`config.mk`:
```
export PLATFORM = sky130hd
export DESIGN_NAME = ncr_slave_bridge
export DESIGN_NICKNAME = d
export VERILOG_FILES = /design/src/rtl/ncr_slave_bridge.sv
export SDC_FILE = /design/constraint.sdc
export NUM_CORES = 1
export LEC_CHECK = 0
export BUFFER_PORTS_ARGS = -buffer_cell sky130_fd_sc_hd__buf_2
export CAP_MARGIN = 10
export CELL_PAD_IN_SITES_DETAIL_PLACEMENT = 0
export CELL_PAD_IN_SITES_GLOBAL_PLACEMENT = 2
export CORE_MARGIN = 5
export CORE_UTILIZATION = 33
export CTS_CLUSTER_DIAMETER = 40
export DETAILED_ROUTE_END_ITERATION = 8
export MAX_ROUTING_LAYER = met4
export PLACE_DENSITY_LB_ADDON = 0.1
export SYNTH_ARGS = -nofsm -noshare
export SYNTH_HDL_FRONTEND = slang
export SYNTH_SLANG_ARGS = --single-unit
```
`constraint.sdc`:
```
create_clock -name CLK -period 1.8 [get_ports CLK]
set_input_delay 0.54 -clock CLK [delete_from_list [all_inputs] [get_ports CLK]]
set_output_delay 0.54 -clock CLK [all_outputs]
set_load 0.01 [all_outputs]
```
`src/rtl/ncr_slave_bridge.sv`:
```
// ============================================================================
//  Module      : ncr_slave_bridge
//  Description : Turns a decoded Zorro III slave access to the SCSI register
//                window into the SREG/AS/DS strobe sequence of the NCR 53C710
//                register port. Derives SIZ/A[1:0] from the Zorro byte lanes,
//                waits for SLACK_n with a timeout, and reports completion
//                (scsi_dtack) or failure (scsi_berr) to the slave FSM.
//  Revision    : 1.0 - initial release
// ============================================================================
`default_nettype none

module ncr_slave_bridge #(
  parameter int TIMEOUT_CYCLES = 64
) (
  input  logic       CLK,
  input  logic       RESET,
  input  logic       scsi_cycle,
  input  logic       FCS_n,
  input  logic       READ,
  input  logic [3:0] DS_n,
  input  logic       SLACK_n,
  output logic       SCSI_SREG_n,
  output logic       SCSI_AS_n,
  output logic       SCSI_DS_n,
  output logic [1:0] SCSI_SIZ,
  output logic [1:0] SCSI_A,
  output logic       scsi_dtack,
  output logic       scsi_berr,
  output logic       busy
);

  localparam logic [7:0] TMO_LAST = 8'(TIMEOUT_CYCLES - 1);

  typedef enum logic [2:0] {
    ST_IDLE     = 3'd0,
    ST_SETUP    = 3'd1,
    ST_STROBE   = 3'd2,
    ST_WAIT_ACK = 3'd3,
    ST_DONE     = 3'd4,
    ST_RECOVER  = 3'd5
  } state_t;

  state_t     state_q, state_d;
  logic       start_q, start_d;   // start sampled in IDLE; acted on one edge later
  logic       read_q,  read_d;
  logic [1:0] siz_q,   siz_d;
  logic [1:0] a_q,     a_d;
  logic       berr_q,  berr_d;    // illegal lanes or timeout; shown only in DONE
  logic [7:0] cnt_q,   cnt_d;

  logic [1:0] lane_siz;
  logic [1:0] lane_a;
  logic       lane_ok;

  // Byte-lane decode: reads are always longword, writes map DS_n to SIZ/A.
  always_comb begin
    lane_siz = 2'b00;
    lane_a   = 2'b00;
    lane_ok  = 1'b1;
    if (!READ) begin
      case (DS_n)
        4'b0111: begin lane_siz = 2'b01; lane_a = 2'b00; end
        4'b1011: begin lane_siz = 2'b01; lane_a = 2'b01; end
        4'b1101: begin lane_siz = 2'b01; lane_a = 2'b10; end
        4'b1110: begin lane_siz = 2'b01; lane_a = 2'b11; end
        4'b0011: begin lane_siz = 2'b10; lane_a = 2'b00; end
        4'b1100: begin lane_siz = 2'b10; lane_a = 2'b10; end
        4'b0001: begin lane_siz = 2'b11; lane_a = 2'b00; end
        4'b1000: begin lane_siz = 2'b11; lane_a = 2'b01; end
        4'b0000: begin lane_siz = 2'b00; lane_a = 2'b00; end
        default: lane_ok = 1'b0;
      endcase
    end
  end

  // Next-state logic: strobe sequencing, ack/timeout handling and abort on FCS_n.
  always_comb begin
    state_d = state_q;
    start_d = start_q;
    read_d  = read_q;
    siz_d   = siz_q;
    a_d     = a_q;
    berr_d  = berr_q;
    cnt_d   = cnt_q;
    case (state_q)
      ST_IDLE: begin
        if (start_q) begin
          start_d = 1'b0;
          state_d = berr_q ? ST_DONE : ST_SETUP;
        end else if (scsi_cycle && !FCS_n && (READ || DS_n != 4'b1111)) begin
          start_d = 1'b1;
          read_d  = READ;
          siz_d   = lane_siz;
          a_d     = lane_a;
          berr_d  = !lane_ok;
        end
      end
      ST_SETUP:  state_d = FCS_n ? ST_RECOVER : ST_STROBE;
      ST_STROBE: state_d = FCS_n ? ST_RECOVER : ST_WAIT_ACK;
      ST_WAIT_ACK: begin
        cnt_d = cnt_q + 8'd1;
        if (FCS_n) begin
          state_d = ST_RECOVER;
        end else if (!SLACK_n) begin
          state_d = ST_DONE;
        end else if (cnt_q == TMO_LAST) begin
          state_d = ST_DONE;
          berr_d  = 1'b1;
        end
      end
      ST_DONE: begin
        if (FCS_n) state_d = ST_RECOVER;
      end
      ST_RECOVER: begin
        start_d = 1'b0;
        cnt_d   = 8'd0;
        berr_d  = 1'b0;
        siz_d   = 2'b00;
        a_d     = 2'b00;
        state_d = ST_IDLE;
      end
      default: state_d = ST_IDLE;
    endcase
  end

  // State and latched-access registers.
  always_ff @(posedge CLK or posedge RESET) begin
    if (RESET) begin
      state_q <= ST_IDLE;
      start_q <= 1'b0;
      read_q  <= 1'b0;
      siz_q   <= 2'b00;
      a_q     <= 2'b00;
      berr_q  <= 1'b0;
      cnt_q   <= 8'd0;
    end else begin
      state_q <= state_d;
      start_q <= start_d;
      read_q  <= read_d;
      siz_q   <= siz_d;
      a_q     <= a_d;
      berr_q  <= berr_d;
      cnt_q   <= cnt_d;
    end
  end

  // Outputs decode directly from state so an asynchronous reset releases them at once.
  always_comb begin
    SCSI_SREG_n = !(state_q == ST_SETUP || state_q == ST_STROBE || state_q == ST_WAIT_ACK);
    SCSI_AS_n   = !(state_q == ST_STROBE || state_q == ST_WAIT_ACK);
    SCSI_DS_n   = !((state_q == ST_STROBE && read_q) || state_q == ST_WAIT_ACK);
    if (state_q == ST_SETUP || state_q == ST_STROBE ||
        state_q == ST_WAIT_ACK || state_q == ST_DONE) begin
      SCSI_SIZ = siz_q;
      SCSI_A   = a_q;
    end else begin
      SCSI_SIZ = 2'b00;
      SCSI_A   = 2'b00;
    end
    scsi_dtack = (state_q == ST_DONE);
    scsi_berr  = (state_q == ST_DONE) && berr_q;
    busy       = (state_q != ST_IDLE);
  end

endmodule

`default_nettype wire

```
# [Yosys cells after proc, flatten, opt, wreduce, memory -nomap -nowiden]
# Cells that the tools add are included.
[op_classes] n_addsub=1 n_eq_ne=23 n_mux=33 bitwise=1 n_reduce_logical=31
[ops] op="3-bit 2-to-1 mux" count=8
[ops] op="4-bit equality test (second input constant)" count=5
[ops] op="2-bit 2-to-1 mux" count=8
[ops] op="8-bit one-hot mux with 2 select lines" count=1
[ops] op="3-bit one-hot mux with 5 select lines" count=1
[ops] op="2-bit != test (second input constant)" count=7
[ops] op="2-bit one-hot mux with 3 select lines" count=2
[ops] op="1-bit 2-to-1 mux" count=9
[ops] op="3-bit AND reduction" count=3
[ops] op="9-bit OR reduction" count=1
[ops] op="8-bit by 1-bit adder with 8-bit output (second input constant)" count=1
[ops] op="8-bit by 6-bit equality test with 1-bit output (second input constant)" count=1
[ops] op="4-bit != test (second input constant)" count=2
[ops] op="2-bit one-hot mux with 2 select lines" count=2
[ops] op="2-bit OR reduction" count=4
[ops] op="3-bit by 2-bit equality test with 1-bit output (second input constant)" count=2
[ops] op="3-bit equality test (second input constant)" count=2
[ops] op="1-bit logical OR" count=6
[ops] op="6-bit AND reduction" count=1
[ops] op="3-bit nonzero test" count=2
[ops] op="1-bit zero test" count=5
[ops] op="4-bit by 1-bit equality test with 1-bit output (second input constant)" count=1
[ops] op="4-bit by 2-bit equality test with 1-bit output (second input constant)" count=1
[ops] op="4-bit by 3-bit equality test with 1-bit output (second input constant)" count=1
[ops] op="other kinds (9)" count=13
[totals] ff_bits=18 in_bits=10 word_cells=96

# [Logic depth before layout (Yosys ltp)]
# Gate-level depths: netlist of the first run.
[depth] ltp_word=8 depth_mapped=5 mapped_depth_nobuf=5

# [Worst setup path before layout of the first run]
# OpenSTA, ideal clock, no wires.
[synth_path] path_type="input port to flip-flop" startpoint="in DS_n[1]" endpoint="reg a_q[1]" setup_time_ps=128 t_arrival_ps=1521 path_slack_ps=151 path_stages=5 n_path_buf=1 path_cell_list="buf_2 > nand4_1 > o2111ai_2 > nand2_1 > mux2_1"
[synth_via] elab_chain_cells=7 word_cells_on_any_way=17 classes_between="eq/ne (7); mux (5); reduce/logical (5)"
[synth_rtl] element="from (decl)" line_no="20" source="input logic [3:0] DS_n,"
[synth_rtl] element="4-bit equality test" line_no="61" source="case (DS_n)"
[synth_rtl] element="2-bit OR reduction (no line)"
[synth_rtl] element="2-bit one-hot mux with 3 select lines" line_no="61"
[synth_rtl] element="2-bit 2-to-1 mux" line_no="60" source="if (!READ) begin"
[synth_rtl] element="2-bit 2-to-1 mux" line_no="90" source="end else if (scsi_cycle && !FCS_n && (READ || DS_n != 4'b1111)) begin"
[synth_rtl] element="2-bit 2-to-1 mux" line_no="87" source="if (start_q) begin"
[synth_rtl] element="2-bit one-hot mux with 2 select lines" line_no="85" source="case (state_q)"
[synth_rtl] element="to (signal assigned)" line_no="133" source="a_q <= 2'b00;"
[synth_rtl] element="to (signal assigned)" line_no="141" source="a_q <= a_d;"
[synth_rtl] element="to (decl)" line_no="47" source="logic [1:0] a_q, a_d;"
# Several ways; a longest one is shown, not always the timed one. The select of a mux whose other input is x is not followed.
# A chain may end at the register's enable or synchronous reset.

# [Worst setup path after layout of the first run]
[layout_path] startpoint="reg state_q[0]" endpoint="out SCSI_SREG_n"
[layout_via] elab_chain_cells=4 word_cells_on_any_way=6 classes_between="eq/ne (3); reduce/logical (3)"
[layout_rtl] element="from (decl)" line_no="43" source="state_t state_q, state_d;"
[layout_rtl] element="from (signal assigned)" line_no="137" source="state_q <= state_d;"
[layout_rtl] element="3-bit by 1-bit equality test with 1-bit output or 3-bit by 2-bit equality test with 1-bit output (tied branches)" line_no="149" source="SCSI_SREG_n = !(state_q == ST_SETUP || state_q == ST_STROBE || state_q == ST_WAIT_ACK);"
[layout_rtl] element="1-bit logical OR" line_no="149"
[layout_rtl] element="1-bit logical OR (*)" line_no="149"
[layout_rtl] element="1-bit zero test (*)" line_no="149"
[layout_rtl] element="to (decl)" line_no="22" source="output logic SCSI_SREG_n,"
# Mark *: on every way between the ends. The rest lies on a longest branch, timed or not.

==> impl_metrics.toml, run 1 <==
[outcome]
outcome = "finished, violations left"
violations = "negative setup slack"

[synthesis]
synth_top_area_share_pct = 40.1
yosysWarningCount = 0
yosys.area_share.simple_pct = 27.5
yosysSeqAreaShare_pct = 40.1
synth_area_um2 = 1120
synthCells = 123
synth_top_family_by_area = "simple AND/OR/NAND/NOR gates"
synth_xor_area_share_pct = 3.90
synth_area_leaders = "dfrtp_1 40%, nand2_1 4.0%, and2_1 3.9%, xnor2_1 3.1%, nand3_1 2.7%"
synth_edf_count = 0
synth_mux_area_share_pct = 5.80
async_flop_share_pct = 100
ys_seq_elements = 18
yosysTopAreaCell = "dfrtp_1"
syn_avg_cell_area_um2 = 9.12
postSynthNetCount = 134
synth.distinct_cells = 41
synth_fa_ha_area_share_pct = 1.11
synth_top_flop_cell = "dfrtp_1"
synth_compound_area_share_pct = 16.7

[clock_tree]
cts_max_level = 1
clockRootBuffer = "clkbuf_4"
cts_tree = "yes"
worst_skew_pair.late_latency_ns = 0.29
numCtsBuffers = 3
clock_sinks = 18
ctsHoldBuffers = 0
clockBufferDepth = 2
clk_pin_slew_ns = 0.10

[sta]
period_share_pct = 104
fmax_mhz = 536
drv_slew = 0
rsz0062_at_grt = "yes"
setup_slack_ns = -0.0640
skew_ns = 0.000739
tightest_slew_ns = 0.332
relSlewSlack_pct = 77.7
setup_viol = 9
fin_crit_ns = 1.86
finalHoldViolCount = 0

[die]
fp.dieW_um = 68.3
row_count = 21
start_util_pct = 33.9
core_um2 = 3310
die-area_um2 = 4670
pin_count = 20
fp.dieH_um = 68.3

[layout]
final_util_pct = 42.4
drive_above_1_share_pct = 31.0
num-nets-final = 167
fillers = 359
area_growth_pct = 25.1
layout.cells.non_filler = 201
antenna_cells = 0

[worst_setup_path]
cp_max_fo = 6
cp_data_required_time_ns = 1.26
arrival_ns = 1.32
startpoint_type = "flip-flop"
cp_top_family = "flip-flops"
cp.buffers_inverters = 2
crit_chain = "nor2_4 -> buf_4 -> or2_2 -> buf_6"
r2r_start = "state_q[2]$_DFFE_PP0P_"
crit_path_max_incr_delay_ns = 0.42
reg2regPathDepth = 6
r2r-end = "cnt_q[7]$_DFFE_PP0P_"
worstSetupPathType = "reg -> out"
rrSetupSlack_ns = 0.09
end_kind = "primary output"
crit_slowest_cell = "dfrtp_1"

[detailed_routing]
num_vias = 1020
firstDrtPassIters = 4
viasPerCell = 5.07
drc = 0
drtAntennaViolNets = 0
routed_wl_um = 2590
first_iter_violations = 70
wl_per_cell_um = 12.9

[min_path]
hold_path_class = "in -> async"

[placed_design]
hpwl_um = 2000
io_buffers = 19
placed_cells = 193
place_congestion = 0.770

[job]
maxCapViolations = 0

[power]
leakage_nw = 0.675
power_density_nw_per_um2 = 1280
ir_worst_vdd_v = 0.000495
power_mw = 1.80

[grt]
grt_pass1_wl_um = 4420
grt_max_degree = 19
grt_overflow = 0
grt_pass1_vias = 995
antenna_found_initial = 0
gr-usage-all-layers_pct = 13.0
## cell type report
type | count | area (um^2) | share of cell area [%]
Clock buffer | 4 | 36.3 | 2.58
Inverter | 4 | 15.0 | 1.07
Multi-Input combinational cell | 95 | 628 | 44.7
Sequential cell | 18 | 453 | 32.3
Tap cell | 46 | 57.6 | 4.10
Timing Repair Buffer | 34 | 214 | 15.2
## state kept, by name, indices dropped and copies added (netlist names)
| register | cells |
|---|---|
| a_q | 2 |
| berr_q | 1 |
| cnt_q | 8 |
| read_q | 1 |
| siz_q | 2 |
| start_q | 1 |
| state_q | 3 |
## repair_timing
action	4_1_cts	5_1_grt
hold endpoints to repair	0	0
setup buffers	2	2
gates resized for setup	4	1
endpoints found under the setup margin	9	9
pin swaps	4	0
## tightest hold or removal path, cell delays in order
cell and delay (ns):
buf_2 0.09, inv_1 0.04, buf_4 0.24
## Yosys cell counts (2+ instances only)
cell type	n
mux2_2	2
nand3b_1	4
a21oi_1	4
nor3b_1	3
a21o_1	2
o21ai_1	3
o21ai_0	6
buf_2	4
mux2i_1	2
nor2_1	7
nand2_1	12
a31oi_1	4
and3_1	3
nor2b_1	2
nand3_1	6
nor4_1	2
inv_1	4
dfrtp_1	18
mux2_1	2
xnor2_1	4
nand4_1	2
nand2b_1	2
and2_1	7
## placed cells by master, fill, tap and decap left out, types with 3 or more instances in the layout
master / synthesis / final
buf_2: 4 / 18
dfrtp_1: 18 / 16
buf_4: 1 / 15
nand2_1: 12 / 12
nor2_1: 7 / 7
and2_1: 7 / 6
o21ai_0: 6 / 6
nand3_1: 6 / 6
nand3b_1: 4 / 4
a31oi_1: 4 / 4
inv_1: 4 / 4
a21oi_1: 4 / 4
and3_1: 3 / 3
o21ai_1: 3 / 3
xnor2_1: 4 / 3
nor3b_1: 3 / 3
clkbuf_4: 0 / 3
## cells by family after synthesis
family,after synthesis
adders and majority gates,1
AOI/OAI and AO/OA,28
and+or+nand+nor,55
DFF,18
muxes,6
xor gates and xnor gates,5
buffers and inverters,10
## through the flow
step	area (um^2)	worst slack [ns]	hold WS [ns]	TNS, ns
2_1_floorplan	1120	0.151	0.446	0
3_3_place_gp	1320	0.0986	0.472	0
3_5_place_dp	1320	0.0813	0.474	0
4_1_cts	1390	-0.0801	0.243	-0.587
5_1_grt	1400	-0.146	0.256	-1.07
6_report	1400	-0.0640	0.247	-0.345
## metal layers
metal	track usage (%)	routed length [um]	up-vias
met3	1.81	89	4
met4	6.70	38	0
li1	-	-	508
met5	-	0	-
met1	15.1	1170	495
met2	21.7	1290	13
## where the power goes
part | switching (mW) | total [mW] | internal [mW] | leakage [nW]
Sequential | 0.115 | 0.644 | 0.529 | 0.240
Combinational | 0.435 | 0.910 | 0.475 | 0.415
Clock | 0.121 | 0.244 | 0.123 | 0.0210
## worst max-delay path by stage
stage,from,end,slack (ns),depth (start not counted)
6_report,state_q[0]$_DFFE_PP0P_,SCSI_SREG_n,-0.06,4
4_1_cts,state_q[0]$_DFFE_PP0P_,SCSI_SREG_n,-0.08,4
2_1_floorplan,DS_n[1],a_q[1]$_DFFE_PP0P_,0.15,5
5_1_grt,state_q[0]$_DFFE_PP0P_,SCSI_A[1],-0.15,4
3_5_place_dp,DS_n[0],siz_q[1]$_DFFE_PP0P_,0.08,5
3_3_place_gp,state_q[2]$_DFFE_PP0P_,SCSI_SIZ[0],0.1,3
No activity file was read; power rests on OpenSTA's default activity.
==> run 2, diff against run 1 <==
--- a/config.mk
+++ b/config.mk
@@ -5,12 +5,13 @@
 export SDC_FILE = /design/constraint.sdc
 export NUM_CORES = 1
 export LEC_CHECK = 0
+export ABC_AREA = 1
 export BUFFER_PORTS_ARGS = -buffer_cell sky130_fd_sc_hd__buf_2
 export CAP_MARGIN = 10
 export CELL_PAD_IN_SITES_DETAIL_PLACEMENT = 0
 export CELL_PAD_IN_SITES_GLOBAL_PLACEMENT = 2
-export CORE_MARGIN = 5
-export CORE_UTILIZATION = 33
+export CORE_MARGIN = 2
+export CORE_UTILIZATION = 30
 export CTS_CLUSTER_DIAMETER = 40
 export DETAILED_ROUTE_END_ITERATION = 8
 export MAX_ROUTING_LAYER = met4
==> run 2 against run 1 <==
The run now ends clean. Die area decreased by 4.1%. Via count increased by 11%. Critical endpoint is now SCSI_SIZ[0]. Synthesized cell count is 42% higher. Critical path depth up 3. Critical path type unchanged.
==> impl_metrics.toml, run 2 <==
[outcome]
outcome = "finished, final reports clean"

[placed_design]
hpwl_um = 2140
place_congestion = 0.765
io_buffers = 19
placed_area_um2 = 1360

[layout]
fin_area_um2 = 1470
fillers = 433
num-nets-final = 218
antenna_cells = 0
top_regs = "cnt_q x8, state_q x3"
final_common_cell = "nand2_1"
ff_latch_area_um2 = 452
largest_register_ffs = 8
multiInputGateArea_um2 = 627
area_growth_pct = 23.9
drive_above_1_share_pct = 28.3
final_cell_mix = "52 x nand2_1, 25 x inv_1, 19 x buf_2"
regMostFlops = "cnt_q"

[grt]
grt_max_degree = 19
grt_pass1_vias = 1047
grt_pass1_wl_um = 4680
antenna_found_initial = 0
grt_overflow = 0
gr-usage-all-layers_pct = 14.3

[synthesis]
yosysMostFrequentCell = "nand2_1"
synth_top_flop_cell = "dfrtp_1"
yosysWarningCount = 0
yosysSeqAreaShare_pct = 37.9
ys_seq_elements = 18
synth_area_um2 = 1190
syn_avg_cell_area_um2 = 6.79
synth_top_area_share_pct = 37.9
synth.distinct_cells = 24
synth_area_leaders = "dfrtp_1 38%, nand2_1 17%, inv_1 8.9%, nor2_1 5.7%, nand3_1 5.1%"
async_flop_share_pct = 100
yosysTopAreaCell = "dfrtp_1"
netlist_top_cells_count = "55 x nand2_1, 28 x inv_1, 18 x dfrtp_1, 18 x nor2_1, 12 x nand3_1"
postSynthNetCount = 186
synth_edf_count = 0
synthCells = 175

[power]
leakage_nw = 0.805
p_clk_share_pct = 14.6
swShare_pct = 44.1
power_switching_mw = 0.871
p_int_mw = 1.10
power_density_nw_per_um2 = 1340
pwr-share-comb_pct = 53.7
ir_worst_vdd_v = 0.000548
seqPwrFrac_pct = 31.7

[sta]
rsz0062_at_grt = "yes"
tightest_slew_ns = 0.270
fmax_mhz = 566
relSlewSlack_pct = 81.8
setup_viol = 0
fin_crit_ns = 1.77
skew_ns = 0.000721
whs_ns = 0.290
period_share_pct = 98.2
drv_slew = 0
finalHoldViolCount = 0

[worst_setup_path]
cp_data_required_time_ns = 1.26
startpoint_type = "flip-flop"
critPathMostFrequentCell = "nand2_4"
crit_chain = "inv_2 -> nand2_4 -> nand2_4 -> inv_4 -> nor2_4 -> nor2_1 -> buf_2"
worstSetupPathType = "reg -> out"
end_kind = "primary output"
cp_max_fo = 4
crit_slowest_cell = "dfrtp_1"
arrival_ns = 1.23
crit_path_max_incr_delay_ns = 0.41
reg2regPathDepth = 9

[detailed_routing]
drc = 0
drtAntennaViolNets = 0
firstDrtPassIters = 4
first_iter_violations = 41
viasPerCell = 4.48
wl_per_cell_um = 11.0
num_vias = 1134
routed_wl_um = 2770

[die]
fp.dieW_um = 66.9
fp.dieH_um = 66.9
row_count = 22
core_um2 = 3740
start_util_pct = 31.7
die-area_um2 = 4480
pin_count = 20

[clock_tree]
clk_pin_slew_ns = 0.07
clockRootBuffer = "clkbuf_8"
worst_skew_pair.late_latency_ns = 0.25
numCtsBuffers = 3
cts_tree = "yes"
cts_max_level = 1
clock_sinks = 18
ctsHoldBuffers = 0
clockBufferDepth = 2

[job]
maxCapViolations = 0

[min_path]
hold_path_class = "in -> async"
## run 2: cell types whose count changed after synthesis, sizes merged, moves of 3 or more
cell,delta
nor3b,-3
inv,+29
nand3,+8
mux2,-4
and2,-7
o21ai,+5
nand2,+48
and3,-3
buf,-5
a31oi,-4
nor2,+14
xnor2,-4
## run 2: path summary, 6_finish.rpt
path                       slack [ns]                      to                    from
max                              0.03             SCSI_SIZ[0]  state_q[0]$_DFFE_PP0P_
max reg2reg                      0.25  state_q[2]$_DFFE_PP0P_  state_q[1]$_DFFE_PP0P_
min reg2reg                      0.47    siz_q[0]$_DFFE_PP0P_    siz_q[0]$_DFFE_PP0P_
max in group asynchronous        1.28  state_q[2]$_DFFE_PP0P_                   RESET
min in group CLK                 0.47    siz_q[0]$_DFFE_PP0P_    siz_q[0]$_DFFE_PP0P_
min                              0.29    cnt_q[1]$_DFFE_PP0P_                   RESET
## run 2: timing repair
item	in CTS	in global routing
resized for setup	6	8
setup endpoints to repair	5	6
pin swaps	2	6
setup buffers	2	3
endpoints found under the hold margin	0	0
## run 2: cell type report
| cell class | count | share of cell area, % |
|---|---|---|
| Clock buffer | 3 | 2.81 |
| Inverter | 33 | 8.76 |
| Multi-Input combinational cell | 123 | 42.6 |
| Sequential cell | 18 | 30.7 |
| Tap cell | 48 | 4.08 |
| Timing Repair Buffer | 28 | 11.1 |
## run 2: cell families (layout without fill, tap and decap cells)
family,Yosys count,count (layout),synth area share [%]
flip-flops,18,18,37.9
buffers and inverters,34,64,11.6
AND/OR/NAND/NOR,102,102,40.0
AO/OA/AOI/OAI,20,20,9.38
adder cells (fa/ha/maj),1,1,1.05
## run 2: worst max-delay path, delay by kind of cell (launching register included)
| family | cells | cell delay, ns |
|---|---|---|
| DFF | 1 | 0.41 |
| buffers and inverters | 3 | 0.26 |
| and+or+nand+nor | 4 | 0.30 |
## run 2: power by group through the flow
stage	clock, mW	combinational [mW]	sequential (mW)
after floorplan	0	0.636	0.624
after global placement	0	0.884	0.626
after detailed placement	0	0.901	0.630
after CTS	0.294	0.990	0.613
after global routing	0.319	1.20	0.643
final	0.288	1.06	0.626
## run 2: stage by stage
step | setup TNS (ns) | power [mW] | setup WS, ns | std cells | util, %
floorplan | 0 | 1.26 | 0.199 | 175 | -
CTS | 0 | 1.90 | 0.00456 | 250 | 38.2
finish | 0 | 1.97 | 0.0319 | 253 | 39.3
global placement | 0 | 1.51 | 0.138 | 245 | 36.4
detailed placement | 0 | 1.53 | 0.0549 | 245 | 36.4
global route | -0.191 | 2.16 | -0.0403 | 253 | 39.3
## run 2: layer usage
metal	global-route usage [%]	wire, um	part of all wire, %	vias up
met3	2.20	122	4.4	2
met1	18.5	1350	49	510
li1	-	-	-	602
met2	23.1	1280	46	20
met4	4.59	21	0.76	0
met5	-	0	0	-
==> run 3, diff against run 2 <==
--- a/config.mk
+++ b/config.mk
@@ -15,7 +15,7 @@
 export CTS_CLUSTER_DIAMETER = 40
 export DETAILED_ROUTE_END_ITERATION = 8
 export MAX_ROUTING_LAYER = met4
-export PLACE_DENSITY_LB_ADDON = 0.1
+export PLACE_DENSITY = 0.81
 export SYNTH_ARGS = -nofsm -noshare
 export SYNTH_HDL_FRONTEND = slang
 export SYNTH_SLANG_ARGS = --single-unit
==> run 3 against run 2 <==
The flow now finishes with violations (negative setup slack). Sequential power decreased by 1%. Worst setup slack worse by 0.037 ns. Clock skew is 0.0050 ns higher. Sequential share of layout area decreased by 0.82 points. Core utilization is 0.97 points higher. Critical path type unchanged. Final cell count is 1.2% higher. Final area up 2.5%. Combinational power increased by 7%. Clock power rose by 15%. Largest cell class unchanged. Power increased by 5.7%.
==> impl_metrics.toml, run 3 (synthesized netlist as in run 2, its figures left out) <==
[worst_setup_path]
arrival_ns = 1.26
crit_chain = "nor2_2 -> nand2_2 -> inv_4 -> nor2_4 -> nor2_1 -> buf_2"
cp.depth = 6
critPathLaunch = "state_q[0]$_DFFE_PP0P_"
cp.buffers_inverters = 2
cp_top_family = "flip-flops"
rrSetupSlack_ns = 0.31
crit_path_max_incr_delay_ns = 0.41
r2r_start = "state_q[1]$_DFFE_PP0P_"
r2r-end = "a_q[1]$_DFFE_PP0P_"
cp_data_required_time_ns = 1.26
worstSetupPathType = "reg -> out"
end_kind = "primary output"
reg2regPathDepth = 10
crit_slowest_cell = "dfrtp_1"
cp_max_fo = 4
startpoint_type = "flip-flop"

[die]
start_util_pct = 31.7
fp.dieH_um = 66.9
die-area_um2 = 4480
fp.dieW_um = 66.9
pin_count = 20
core_um2 = 3740
row_count = 22

[layout]
fillers = 409
final_cell_mix = "52 x nand2_1, 25 x inv_1, 19 x buf_2"
fin_area_um2 = 1510
drive_above_1_share_pct = 28.8
largest_register_ffs = 8
antenna_cells = 0
area_growth_pct = 27.0
regMostFlops = "cnt_q"
layout.cells.non_filler = 256
final_common_cell = "nand2_1"
num-nets-final = 220
top_regs = "cnt_q x8, state_q x3"

[sta]
period_share_pct = 100
rsz0062_at_grt = "yes"
relSlewSlack_pct = 81.1
setup_slack_ns = -0.00491
drv_slew = 0
fin_crit_ns = 1.80
whs_ns = 0.287
setup_viol = 1
skew_ns = 0.00572
tightest_slew_ns = 0.281
fmax_mhz = 554
finalHoldViolCount = 0

[detailed_routing]
viasPerCell = 4.56
drtAntennaViolNets = 0
drc = 0
first_iter_violations = 55
wl_per_cell_um = 11.1
firstDrtPassIters = 6
routed_wl_um = 2830
num_vias = 1167

[placed_design]
placed_cells = 245
place_congestion = 0.752
hpwl_um = 2160
placed_area_um2 = 1360
io_buffers = 19

[outcome]
violations = "negative setup slack"
outcome = "finished, violations left"

[clock_tree]
clock_sinks = 18
clockBufferDepth = 2
cts_max_level = 1
clockRootBuffer = "clkbuf_8"
worst_skew_pair.late_latency_ns = 0.25
cts_tree = "yes"
numCtsBuffers = 3
clk_pin_slew_ns = 0.07

[grt]
antenna_found_initial = 0
grt_pass1_vias = 1125
grt_overflow = 0
grt_max_degree = 19
gr-usage-all-layers_pct = 14.5
grt_pass1_wl_um = 4890

[job]
maxCapViolations = 0

[min_path]
hold_path_class = "in -> async"

[power]
power_mw = 2.09
power_density_nw_per_um2 = 1380
ir_worst_vdd_v = 0.000451
leakage_nw = 0.823
## run 3: cell type report
class	count	area [um^2]	share of cell area (%)
Tap cell	48	60.1	3.98
Sequential cell	18	450	29.9
Clock buffer	4	55.1	3.65
Timing Repair Buffer	30	181	12.0
Inverter	33	129	8.55
Multi-Input combinational cell	123	632	41.9
## run 3: per-layer routing
metal,part of all wire (%),track usage [%],vias up
met1,48,17.4,533
li1,-,-,607
met3,4.0,2.20,4
met5,0,-,-
met2,47,25.0,23
met4,1.0,4.59,0
## run 3: worst max path at each step
| stage | to |
|---|---|
| 5_1_grt | SCSI_SIZ[0] |
| 4_1_cts | SCSI_A[0] |
| 3_3_place_gp | SCSI_A[1] |
| 6_report | SCSI_A[0] |
| 3_5_place_dp | SCSI_A[0] |
| 2_1_floorplan | SCSI_A[0] |
## run 3: what timing repair did
action | CTS | global route
resized for setup | 7 | 8
cloned | 0 | 0
setup buffers | 3 | 4
hold buffers | 0 | 0
pin swaps | 2 | 5
setup endpoints to repair | 5 | 7
## run 3: tightest hold or removal path: stages
cell and delay [ns]:
buf_2 0.09, inv_1 0.04, buf_4 0.25
## run 3: power breakdown
part	internal, mW	switching, mW
clock	0.194	0.138
sequential	0.524	0.0961
combinational	0.472	0.662
## run 3: metrics by stage
stage	utilization [%]	setup WS [ns]	setup TNS, ns
after floorplan	-	0.199	0
after global placement	36.4	0.181	0
after detailed placement	36.4	0.138	0
after CTS	38.8	0.000176	0
after global routing	40.3	-0.0625	-0.274
final	40.3	-0.00491	-0.00491
